--- src/rtl/execute_pkg.sv ---
// Shared widths and the writeback-queue entry layout for the execute/WB boundary.
package execute_pkg;

    localparam int DATA_W_DEF = 32;
    localparam int DR_W_DEF   = 3;

    // Entry layout at default widths; the queue re-declares it at its own widths.
    typedef struct packed {
        logic                  v;
        logic [DATA_W_DEF-1:0] result;
        logic [DATA_W_DEF-1:0] flags;
        logic [DR_W_DEF-1:0]   dr;
        logic                  ld_gpr1;
        logic                  repne;
    } wb_entry_t;

endpackage

--- src/rtl/execute_wb_queue_ptr.sv ---
// Circular-buffer pointer that wraps from DEPTH-1 to 0 (DEPTH need not be a power of two).
module execute_wb_queue_ptr #(
    parameter int DEPTH = 2,
    parameter int PW    = (DEPTH > 1) ? $clog2(DEPTH) : 1
) (
    input  logic          CLK,
    input  logic          CLR,
    input  logic          inc,
    output logic [PW-1:0] ptr
);

    always_ff @(posedge CLK or posedge CLR) begin
        if (CLR)
            ptr <= '0;
        else if (inc)
            ptr <= (ptr == PW'(DEPTH - 1)) ? '0 : ptr + 1'b1;
    end

endmodule

--- src/rtl/execute_wb_queue.sv ---
// EX->WB completion queue: buffers DEPTH uops, squashes REPNE iterations, feeds the dependency checker.
// Optional forwarding outputs are built when EXECUTE_WB_QUEUE_FWD_EN is defined.
module execute_wb_queue
    import execute_pkg::*;
#(
    parameter int DATA_W = DATA_W_DEF,
    parameter int DEPTH  = 2,
    parameter int DR_W   = DR_W_DEF
) (
    input  logic                       CLK,
    input  logic                       CLR,
    input  logic                       EX_V,
    input  logic [DATA_W-1:0]          EX_RESULT_A,
    input  logic [DATA_W-1:0]          EX_FLAGS,
    input  logic [DR_W-1:0]            EX_DR1,
    input  logic                       EX_ld_gpr1,
    input  logic                       EX_repne,
    input  logic                       WB_stall,
    input  logic                       wb_repne_terminate_all,
    input  logic [DR_W-1:0]            DEP_query_dr,
    output logic                       EX_stall,
    output logic                       WB_V,
    output logic [DATA_W-1:0]          WB_RESULT_A,
    output logic [DATA_W-1:0]          WB_FLAGS,
    output logic [DR_W-1:0]            WB_DR1,
    output logic                       WB_ld_gpr1,
    output logic                       WB_repne,
    output logic                       DEP_query_hit,
    output logic [$clog2(DEPTH+1)-1:0] occupancy
`ifdef EXECUTE_WB_QUEUE_FWD_EN
    ,
    output logic                       DEP_fwd_valid,
    output logic [DATA_W-1:0]          DEP_fwd_data
`endif
);

    localparam int OCC_W = $clog2(DEPTH + 1);
    localparam int PW    = (DEPTH > 1) ? $clog2(DEPTH) : 1;

    typedef struct packed {
        logic              v;
        logic [DATA_W-1:0] result;
        logic [DATA_W-1:0] flags;
        logic [DR_W-1:0]   dr;
        logic              ld_gpr1;
        logic              repne;
    } entry_t;

    entry_t           slots [DEPTH];
    logic [OCC_W-1:0] occ;
    logic [PW-1:0]    rd_ptr, wr_ptr;
    logic             head_occ, push, pop;
    entry_t           head;

    assign head     = slots[rd_ptr];
    assign head_occ = (occ != '0);
    assign EX_stall = (occ == OCC_W'(DEPTH));
    assign push     = EX_V & ~EX_stall & ~(wb_repne_terminate_all & EX_repne);
    assign pop      = head_occ & (~head.v | ~WB_stall);

    execute_wb_queue_ptr #(.DEPTH(DEPTH), .PW(PW)) u_rd_ptr (
        .CLK(CLK), .CLR(CLR), .inc(pop),  .ptr(rd_ptr)
    );
    execute_wb_queue_ptr #(.DEPTH(DEPTH), .PW(PW)) u_wr_ptr (
        .CLK(CLK), .CLR(CLR), .inc(push), .ptr(wr_ptr)
    );

    // v is cleared on pop, so v=1 always implies the slot is occupied.
    always_ff @(posedge CLK or posedge CLR) begin
        if (CLR) begin
            for (int i = 0; i < DEPTH; i++)
                slots[i] <= '0;
        end else begin
            for (int i = 0; i < DEPTH; i++)
                if (wb_repne_terminate_all && slots[i].repne)
                    slots[i].v <= 1'b0;
            if (pop)
                slots[rd_ptr].v <= 1'b0;
            if (push)
                slots[wr_ptr] <= '{v: 1'b1, result: EX_RESULT_A, flags: EX_FLAGS,
                                   dr: EX_DR1, ld_gpr1: EX_ld_gpr1, repne: EX_repne};
        end
    end

    always_ff @(posedge CLK or posedge CLR) begin
        if (CLR)
            occ <= '0;
        else if (push && !pop)
            occ <= occ + 1'b1;
        else if (pop && !push)
            occ <= occ - 1'b1;
    end

    assign occupancy   = occ;
    assign WB_V        = head_occ & head.v;
    assign WB_RESULT_A = head.result;
    assign WB_FLAGS    = head.flags;
    assign WB_DR1      = head.dr;
    assign WB_ld_gpr1  = WB_V & head.ld_gpr1;
    assign WB_repne    = head.repne;

    always_comb begin
        DEP_query_hit = 1'b0;
        for (int i = 0; i < DEPTH; i++)
            if (slots[i].v && slots[i].ld_gpr1 && (slots[i].dr == DEP_query_dr))
                DEP_query_hit = 1'b1;
    end

`ifdef EXECUTE_WB_QUEUE_FWD_EN
    logic [PW-1:0] scan_p;

    // Walk oldest to youngest from rd_ptr; the last match seen is the youngest.
    always_comb begin
        scan_p       = rd_ptr;
        DEP_fwd_data = '0;
        for (int k = 0; k < DEPTH; k++) begin
            if (slots[scan_p].v && slots[scan_p].ld_gpr1 && (slots[scan_p].dr == DEP_query_dr))
                DEP_fwd_data = slots[scan_p].result;
            scan_p = (scan_p == PW'(DEPTH - 1)) ? '0 : scan_p + 1'b1;
        end
    end

    assign DEP_fwd_valid = DEP_query_hit;
`else
    // No forwarding network: dependent uops wait for the value to reach WB.
`endif

endmodule

--- config.mk ---
export PLATFORM = sky130hd
export DESIGN_NAME = execute_wb_queue
export DESIGN_NICKNAME = d
export VERILOG_FILES = /design/src/rtl/execute_pkg.sv /design/src/rtl/execute_wb_queue_ptr.sv /design/src/rtl/execute_wb_queue.sv
export SDC_FILE = /design/constraint.sdc
export NUM_CORES = 1
export LEC_CHECK = 0
export BUFFER_PORTS_ARGS = -buffer_cell sky130_fd_sc_hd__buf_2
export CAP_MARGIN = 30
export CORE_ASPECT_RATIO = 0.75
export CORE_UTILIZATION = 50
export CTS_CLUSTER_DIAMETER = 40
export DETAILED_ROUTE_END_ITERATION = 10
export PLACE_DENSITY = 0.81
export SYNTH_ARGS = -nofsm -noshare
export SYNTH_HDL_FRONTEND = slang
export SYNTH_SLANG_ARGS = --single-unit
--- constraint.sdc ---
create_clock -name CLK -period 8.5 [get_ports CLK]
set_clock_uncertainty 0.05 [all_clocks]
set_input_delay 1.7 -clock CLK [delete_from_list [all_inputs] [get_ports CLK]]
set_output_delay 1.7 -clock CLK [all_outputs]
set_load 0.1 [all_outputs]
==> flow_metrics.env, run 1 <==
export IMPL_drc=0
export IMPL_drtPass1Iterations=4
export IMPL_cts_sinks=144
export IMPL_hold_path_class="flip-flop to flip-flop"
export IMPL_layout_min_cycle_time_ns=4.76
export IMPL_synthTopCellsByArea="dfrtp_1 53%, mux2_2 23%, mux2_4 15%"
export IMPL_io_buffers=150
export IMPL_overflow=0
export IMPL_hold_buffers=0
export IMPL_root_buffer="clkbuf_16"
export IMPL_fin_setup_tns_ns=0
export IMPL_drive_gt1_share_pct=68.5
export IMPL_vias=3853
export IMPL_outcome="finished clean"
export IMPL_core_area_um2=13100
export IMPL_critical_path_peak_fanout=2
export IMPL_area_delta_synth_final_pct=20.0
export IMPL_end_kind="output port"
export IMPL_synthDistinctLibCells=28
export IMPL_fillers=1001
export IMPL_yosysSeqAreaShare_pct=53.3
export IMPL_pin_count=151
export IMPL_ys_flop_type="dfrtp_1"
export IMPL_path_clk_slew_ns=0.06
export IMPL_syn_num_nets=492
export IMPL_cts_resized=0
export IMPL_synth_top_area_share_pct=53.3
export IMPL_grtUsageTotal_pct=19.3
export IMPL_syn_area_um2=6760
export IMPL_die_x_um=136
export IMPL_multiInputGateArea_um2=2860
export IMPL_syn_inst=414
export IMPL_antenna_left=0
export IMPL_hold_violations=0
export IMPL_cts_htree_levels=4
export IMPL_yosys_area_top_type="dfrtp_1"
export IMPL_postSynthAreaPerCell_um2=16.3
export IMPL_wl_um=12900
export IMPL_antenna_found_initial=1
export IMPL_globalplace_congestion=0.708
export IMPL_seq_area_um2=3600
export IMPL_setup_violations_final=0
export IMPL_path_class="input port to output port"
export IMPL_cp_required_ns=6.75
export IMPL_dp_hpwl_um=8390
export IMPL_grt_max_degree=71
export IMPL_grt_pass1_vias=4143
export IMPL_tightest_slew_ns=0.985
export IMPL_vias_per_cell=5.14
export IMPL_relSlewSlack_pct=34.3
export IMPL_rsz0062_at_grt="false"
export IMPL_nets=643
export IMPL_arrival_ns=3.01
export IMPL_initial_core_util_pct=51.7
export IMPL_wl_per_cell_um=17.3
export IMPL_clock_path_buffers=2
export IMPL_fin_crit_sh_pct=56.0
export IMPL_numCtsBuffers=17
export IMPL_ys_warn_count=0
export IMPL_fmax_mhz=210
export IMPL_drt_iter0_drc=103
export IMPL_diodes=0
export IMPL_grt_pass1_wl_um=20500
export IMPL_cp_start_kind="input port"
export IMPL_timing_final_max_slew_violations=0
export IMPL_die_y_um=103
export IMPL_maxCapViolations=0
export IMPL_cts_tree="yes"
export IMPL_synthArstFlopShare_pct=100
export IMPL_clk_latency_ns=0.41
export IMPL_ys_ff_latch=144
export IMPL_synth_edff_count=0
export IMPL_dieArea_um2=14000
export IMPL_post_cts_buffers=0
export IMPL_rows=36
## cell usage after synthesis (2+ instances only)
cell type and number:
o21ai_0 2, mux2_4 69, inv_1 4, mux2_2 137
xor2_1 9, buf_6 7, buf_12 8, buf_2 7
o311ai_0 2, nand2_1 6, nor2_1 3, dfrtp_1 144
## cells in the final DEF, fill, tap and decap left out, types with 4 or more instances in the layout
cell type    n
buf_2      150
dfrtp_1    143
mux2_2     137
mux2_4      69
clkbuf_16   17
xor2_1       9
nand2_1      6
clkinv_2     4
buf_4        4
## metal layers
metal / vias up / wire length, µm / global-route usage (%)
li1: 1787 / - / -
met1: 1938 / 6040 / 25.2
met2: 110 / 5920 / 29.9
met3: 18 / 832 / 6.15
met4: 0 / 149 / 7.95
met5: - / 0 / 0
## critical path, cell delays in order
cell     delay, ns
buf_2         0.12
xor2_1        0.13
or4_1         0.50
o41ai_1       0.07
buf_2         0.48
## registers in the layout, indices dropped and copies added, names as in the netlist
| name | flops |
|---|---|
| u_wr_ptr.ptr | 1 |
| occupancy | 2 |
| u_rd_ptr.ptr | 1 |
| slots | 140 |
## through the flow
stage	cell area, µm²	utilization (%)	instances	hold slack, ns	worst slack [ns]
global route	8110	62.0	749	0.467	3.71
detailed placement	7510	57.5	717	0.438	3.74
finish	8110	62.0	749	0.450	3.74
floorplan	6760	-	414	0.414	1.78
CTS	8110	62.0	749	0.453	3.73
global placement	7480	57.3	716	0.433	3.74
## path summary, 6_finish.rpt
kind                                 start       endpoint  slack [ns]  cells past startpoint
min reg2reg                      slots[87]      slots[87]        0.45                      1
max reg2reg                   occupancy[0]      slots[43]        5.87                      4
min in group asynchronous              CLR     slots[125]        1.30                      2
max in group asynchronous              CLR      slots[42]        6.03                      4
max                        DEP_query_dr[2]  DEP_query_hit        3.74                      5
min                              slots[87]      slots[87]        0.45                      1
## layout make-up
class / count / area share (%)
Sequential cell: 144 / 44.5
Multi-Input combinational cell: 243 / 35.3
Timing Repair Buffer: 155 / 9.97
Clock buffer: 22 / 5.73
Tap cell: 171 / 2.64
Clock inverter: 10 / 1.65
Inverter: 4 / 0.247
## cell families after synthesis
group	count (synthesis)	share of synthesized area (%)
AOI/OAI and AO/OA	8	0.833
xor gates and xnor gates	10	1.30
adders and majority gates	1	0.185
buffers and inverters	27	4.33
DFF	144	53.3
muxes	207	38.3
and+or+nand+nor	17	1.70
Power of run 1 is not shown: default switching activity piles up to over one toggle a cycle in this logic, so the estimate is an artifact.
==> inputs of run 2 (changes only) <==
Settings changed: ABC_AREA set to 1.
Clock period 8.5 ns to 4.8 ns, I/O delays scaled along.
==> run 2 against run 1 <==
Compared with the run above: utilization fell by 0.051 points; flip-flop and latch count unchanged; die area is 0.51% higher; critical path type is now flip-flop to output port; wire length increased by 13%.
==> flow_metrics.env, run 2 <==
export IMPL_core_area_um2=13100
export IMPL_arrival_ns=2.49
export IMPL_synth_most_common_cell="nand2_1"
export IMPL_synth_top_area_share_pct=53.1
export IMPL_final_common_cell="nand2_1"
export IMPL_cts_tree="yes"
export IMPL_synthDistinctLibCells=25
export IMPL_grt_pass1_vias=4880
export IMPL_end_kind="output port"
export IMPL_fin_crit_sh_pct=73.0
export IMPL_wl_met1_um=7050
export IMPL_pin_count=151
export IMPL_postSynthAreaPerCell_um2=8.41
export IMPL_top_layer="met4"
export IMPL_worstReg2RegStart="u_rd_ptr.ptr"
export IMPL_path_class="flip-flop to output port"
export IMPL_r2r_setup_slack_ns=2.52
export IMPL_drt_iter0_drc=386
export IMPL_wl_met2_um=6560
export IMPL_crit_top_cell="nand2_1"
export IMPL_tightest_slew_ns=0.938
export IMPL_crit_chain="inv_2, buf_4, nand2_1, nand2_1, buf_2"
export IMPL_drive_gt1_share_pct=28.2
export IMPL_clk_latency_ns=0.40
export IMPL_wl_um=14600
export IMPL_ys_ff_latch=144
export IMPL_path_clk_slew_ns=0.06
export IMPL_synth_common_cells="365 x nand2_1, 144 x dfrtp_1, 85 x inv_1"
export IMPL_dr_wl_met3_um=867
export IMPL_dp_cells=1091
export IMPL_wl_per_cell_um=13.0
export IMPL_rsz0062_at_grt="false"
export IMPL_yosysSeqAreaShare_pct=53.1
export IMPL_drc=0
export IMPL_cts_sinks=144
export IMPL_setup_violations_final=0
export IMPL_grt_max_degree=78
export IMPL_die_y_um=103
export IMPL_die_x_um=137
export IMPL_dp_hpwl_um=9500
export IMPL_synthArstFlopShare_pct=100
export IMPL_yosys_area_top_type="dfrtp_1"
export IMPL_vias=5454
export IMPL_final_cell_mix="365 x nand2_1, 150 x buf_2, 143 x dfrtp_1"
export IMPL_hold_path_class="flip-flop to flip-flop"
export IMPL_fmax_mhz=286
export IMPL_initial_core_util_pct=51.8
export IMPL_drtPass1Iterations=5
export IMPL_antenna_left=0
export IMPL_dieArea_um2=14100
export IMPL_hold_violations=0
export IMPL_syn_inst=808
export IMPL_post_cts_buffers=0
export IMPL_numCtsBuffers=17
export IMPL_clock_path_buffers=2
export IMPL_fin_cells=1122
export IMPL_layout_min_cycle_time_ns=3.50
export IMPL_max_stage_delay_ns=0.68
export IMPL_ys_warn_count=0
export IMPL_maxCapViolations=0
export IMPL_timing_final_max_slew_violations=0
export IMPL_rows=36
export IMPL_io_buffers=150
export IMPL_synth_edff_count=0
export IMPL_min_to="slots[128]"
export IMPL_r2r_cells=8
export IMPL_antenna_found_initial=1
export IMPL_cp_start_kind="flip-flop"
export IMPL_grtUsageTotal_pct=21.7
export IMPL_top_register="slots"
export IMPL_globalplace_congestion=0.809
export IMPL_critPathSlowestCell="inv_2"
export IMPL_hold_buffers=0
export IMPL_syn_area_um2=6790
export IMPL_nets=1017
export IMPL_root_buffer="clkbuf_16"
export IMPL_r2r_end="occupancy[1]"
export IMPL_ys_flop_type="dfrtp_1"
export IMPL_cts_resized=0
export IMPL_cp_required_ns=3.79
export IMPL_area_delta_synth_final_pct=19.7
export IMPL_synthTopCellsByArea="dfrtp_1 53%, nand2_1 20%, o21ai_2 9.4%"
export IMPL_relSlewSlack_pct=37.4
export IMPL_vias_per_cell=4.86
export IMPL_critical_path_peak_fanout=51
export IMPL_cts_htree_levels=4
export IMPL_largest_register_ffs=140
export IMPL_fin_setup_tns_ns=0
export IMPL_hold_start="slots[128]"
export IMPL_grt_pass1_wl_um=23600
export IMPL_overflow=0
export IMPL_whs_ns=0.429
export IMPL_outcome="finished clean"
export IMPL_syn_num_nets=886
export IMPL_min_path_cells=2
## run 2: cell types whose count changed in the layout (fill, tap and decap cells not counted), sizes merged, moves of 2 or more
cell	before	now
nor2	3	8
o21ai	2	143
inv	5	86
nand2	6	366
buf	155	157
o311ai	2	0
mux2	206	0
clkbuf	22	19
xor2	9	1
a21oi	1	3
nand3	1	6
clkinv	4	7
nand2b	2	0
## run 2: final cells by class
type | instances | area, µm²
antenna | 1 | 2.50
clock buffer | 19 | 453
clock inverter | 11 | 140
fill | 1127 | 4980
inverter | 87 | 330
multi-input combinational | 532 | 2530
sequential | 144 | 3600
tap | 171 | 214
timing repair buffer | 157 | 853
## run 2: cell families (layout without fill, tap and decap cells)
logic type / after synthesis / count (layout) / share of synthesized area, %
adder cells (fa/ha/maj): 1 / 1 / 0.184
buffers and inverters: 132 / 274 / 9.93
AND/OR/NAND/NOR: 381 / 381 / 21.4
other: 0 / 1 / 0
AO/OA/AOI/OAI: 148 / 148 / 15.2
flip-flops: 144 / 144 / 53.1
XOR/XNOR: 2 / 2 / 0.258
## run 2: per-layer routing
metal  track usage (%)  vias up
li1                  -     2747
met1              31.8     2537
met2              32.9      162
met3              4.87        8
met4              5.56        0
met5                 0        -
## run 2: how the worst max path moves through the flow
stage,startpoint,to,depth (start not counted)
2_1_floorplan,occupancy[0],WB_ld_gpr1,2
6_report,u_rd_ptr.ptr,WB_RESULT_A[11],5
4_1_cts,u_rd_ptr.ptr,WB_RESULT_A[8],5
3_5_place_dp,u_rd_ptr.ptr,WB_RESULT_A[8],5
5_1_grt,u_rd_ptr.ptr,WB_RESULT_A[9],5
3_3_place_gp,u_rd_ptr.ptr,WB_RESULT_A[0],5
## run 2: worst max-delay path: cells and delay by family, from the launching register on
kind / cells / cell delay, ns
and+or+nand+nor: 2 / 0.17
DFF: 1 / 0.41
buffers and inverters: 3 / 1.49
## run 2: per-stage QoR
stage | util (%) | worst slack (ns) | area (µm²)
after floorplan | - | 0.350 | 6800
after global placement | 57.3 | 1.78 | 7510
after detailed placement | 57.5 | 1.70 | 7530
after CTS | 62.0 | 1.29 | 8120
after global routing | 62.0 | 1.14 | 8130
final | 62.0 | 1.30 | 8130
Power of run 2 is left out for the same reason.
==> inputs of run 3 (changes only) <==
Settings changed: ABC_AREA 1 to 0.
Clock period 4.8 ns to 3.3 ns, I/O delays scaled along.
==> run 3 against run 2 <==
Compared with the run above: die area fell by 0.51%; final area grew 0.45%; setup slack got worse by 1.0 ns; wire length fell by 5.5%; critical path type unchanged.
==> flow_metrics.env, run 3 (synthesized netlist as in run 1, its figures left out) <==
export IMPL_end_kind="output port"
export IMPL_drt_iter0_drc=137
export IMPL_dpl_cell_area_um2=7590
export IMPL_crit_chain="buf_4, mux2_2, buf_2"
export IMPL_hold_violations=0
export IMPL_fin_setup_tns_ns=0
export IMPL_max_stage_delay_ns=0.85
export IMPL_antenna_found_initial=1
export IMPL_cp_required_ns=2.59
export IMPL_cpLargestDelayFamily="flip-flops"
export IMPL_largest_register_ffs=140
export IMPL_grt_pass1_vias=4264
export IMPL_core_area_um2=13100
export IMPL_clock_path_buffers=2
export IMPL_clk_latency_ns=0.41
export IMPL_initial_core_util_pct=51.7
export IMPL_cts_htree_levels=4
export IMPL_path_clk_slew_ns=0.06
export IMPL_hold_path_class="input port to asynchronous set/reset pin"
export IMPL_top_register="slots"
export IMPL_path_class="flip-flop to output port"
export IMPL_outcome="finished clean"
export IMPL_rows=36
export IMPL_die_y_um=103
export IMPL_fin_crit_sh_pct=91.8
export IMPL_arrival_ns=2.32
export IMPL_dp_hpwl_um=9140
export IMPL_maxCapViolations=0
export IMPL_area_delta_synth_final_pct=20.8
export IMPL_nets=646
export IMPL_fin_area_um2=8160
export IMPL_wl_um=13800
export IMPL_hold_buffers=0
export IMPL_wl_per_cell_um=18.4
export IMPL_grtUsageTotal_pct=20.5
export IMPL_globalplace_congestion=0.721
export IMPL_timing_final_max_slew_violations=0
export IMPL_vias_per_cell=5.20
export IMPL_drc=0
export IMPL_grt_pass1_wl_um=21600
export IMPL_cp_start_kind="flip-flop"
export IMPL_timing_critical_path_buf_inv=2
export IMPL_io_buffers=150
export IMPL_grt_max_degree=53
export IMPL_fillers=1019
export IMPL_diodes=0
export IMPL_rsz0062_at_grt="false"
export IMPL_final_common_cell="buf_2"
export IMPL_antenna_left=0
export IMPL_cts_tree="yes"
export IMPL_drtPass1Iterations=4
export IMPL_layout_min_cycle_time_ns=3.03
export IMPL_relSlewSlack_pct=50.8
export IMPL_tightest_slew_ns=0.738
export IMPL_drive_gt1_share_pct=69.3
export IMPL_post_cts_buffers=0
export IMPL_die_x_um=136
export IMPL_pin_count=151
export IMPL_setup_slack_ns=0.270
export IMPL_root_buffer="clkbuf_16"
export IMPL_fmax_mhz=330
export IMPL_setup_violations_final=0
export IMPL_pre_cts_slack_ns=0.627
export IMPL_dieArea_um2=14000
export IMPL_cts_resized=0
export IMPL_final_cell_mix="150 x buf_2, 143 x dfrtp_1, 137 x mux2_2"
export IMPL_critical_path_peak_fanout=30
export IMPL_critPathSlowestCell="dfrtp_2"
export IMPL_whs_ns=0.298
export IMPL_numCtsBuffers=17
export IMPL_vias=3905
export IMPL_overflow=0
export IMPL_cts_sinks=144
## run 3: cell count changes in the layout (fill, tap and decap cells not counted), moves of 5 or more
cell,before,now
inv_1,84,3
mux2_2,0,137
mux2_4,0,69
nand2_1,365,6
nor2_1,8,3
o21ai_0,59,2
o21ai_1,11,0
o21ai_2,73,0
xor2_1,1,9
## run 3: through the flow
step                      cells  utilization [%]
final                       751             62.5
after floorplan             414                -
after CTS                   751             62.5
after global placement      720             58.1
after detailed placement    720             58.1
after global routing        751             62.5
## run 3: cell type report
type                            count  area [µm²]  share of cell area, %
Tap cell                          171         214                   2.62
Inverter                            4        18.8                  0.230
Sequential cell                   144        3600                   44.2
Multi-Input combinational cell    243        2870                   35.2
Timing Repair Buffer              158         886                   10.9
Clock inverter                     13         140                   1.72
Clock buffer                       18         429                   5.26
## run 3: worst reg2reg max path: stages (launching register included)
cell	delay [ns]
dfrtp_1	0.46
nand2b_4	0.21
nand4b_4	0.57
buf_12	0.44
mux2_2	0.31
## run 3: routing by layer
layer | global-route usage [%] | vias to the layer above | part of all wire [%]
li1 | - | 1777 | -
met1 | 26.0 | 2006 | 45
met2 | 34.1 | 106 | 49
met3 | 5.65 | 14 | 5.2
met4 | 6.84 | 2 | 0.97
met5 | 0 | - | 0.12
## run 3: final timing paths
check | start | endpoint | slack, ns | depth (start not counted)
max | u_rd_ptr.ptr | WB_RESULT_A[2] | 0.27 | 3
min | CLR | slots[85] | 0.30 | 2
max reg2reg | occupancy[0] | slots[137] | 1.15 | 4
min reg2reg | slots[98] | slots[98] | 0.45 | 1
max in group asynchronous | CLR | slots[71] | 2.21 | 3
min in group CLK | EX_FLAGS[26] | slots[31] | 0.44 | 2
Power of run 3 is left out for the same reason.
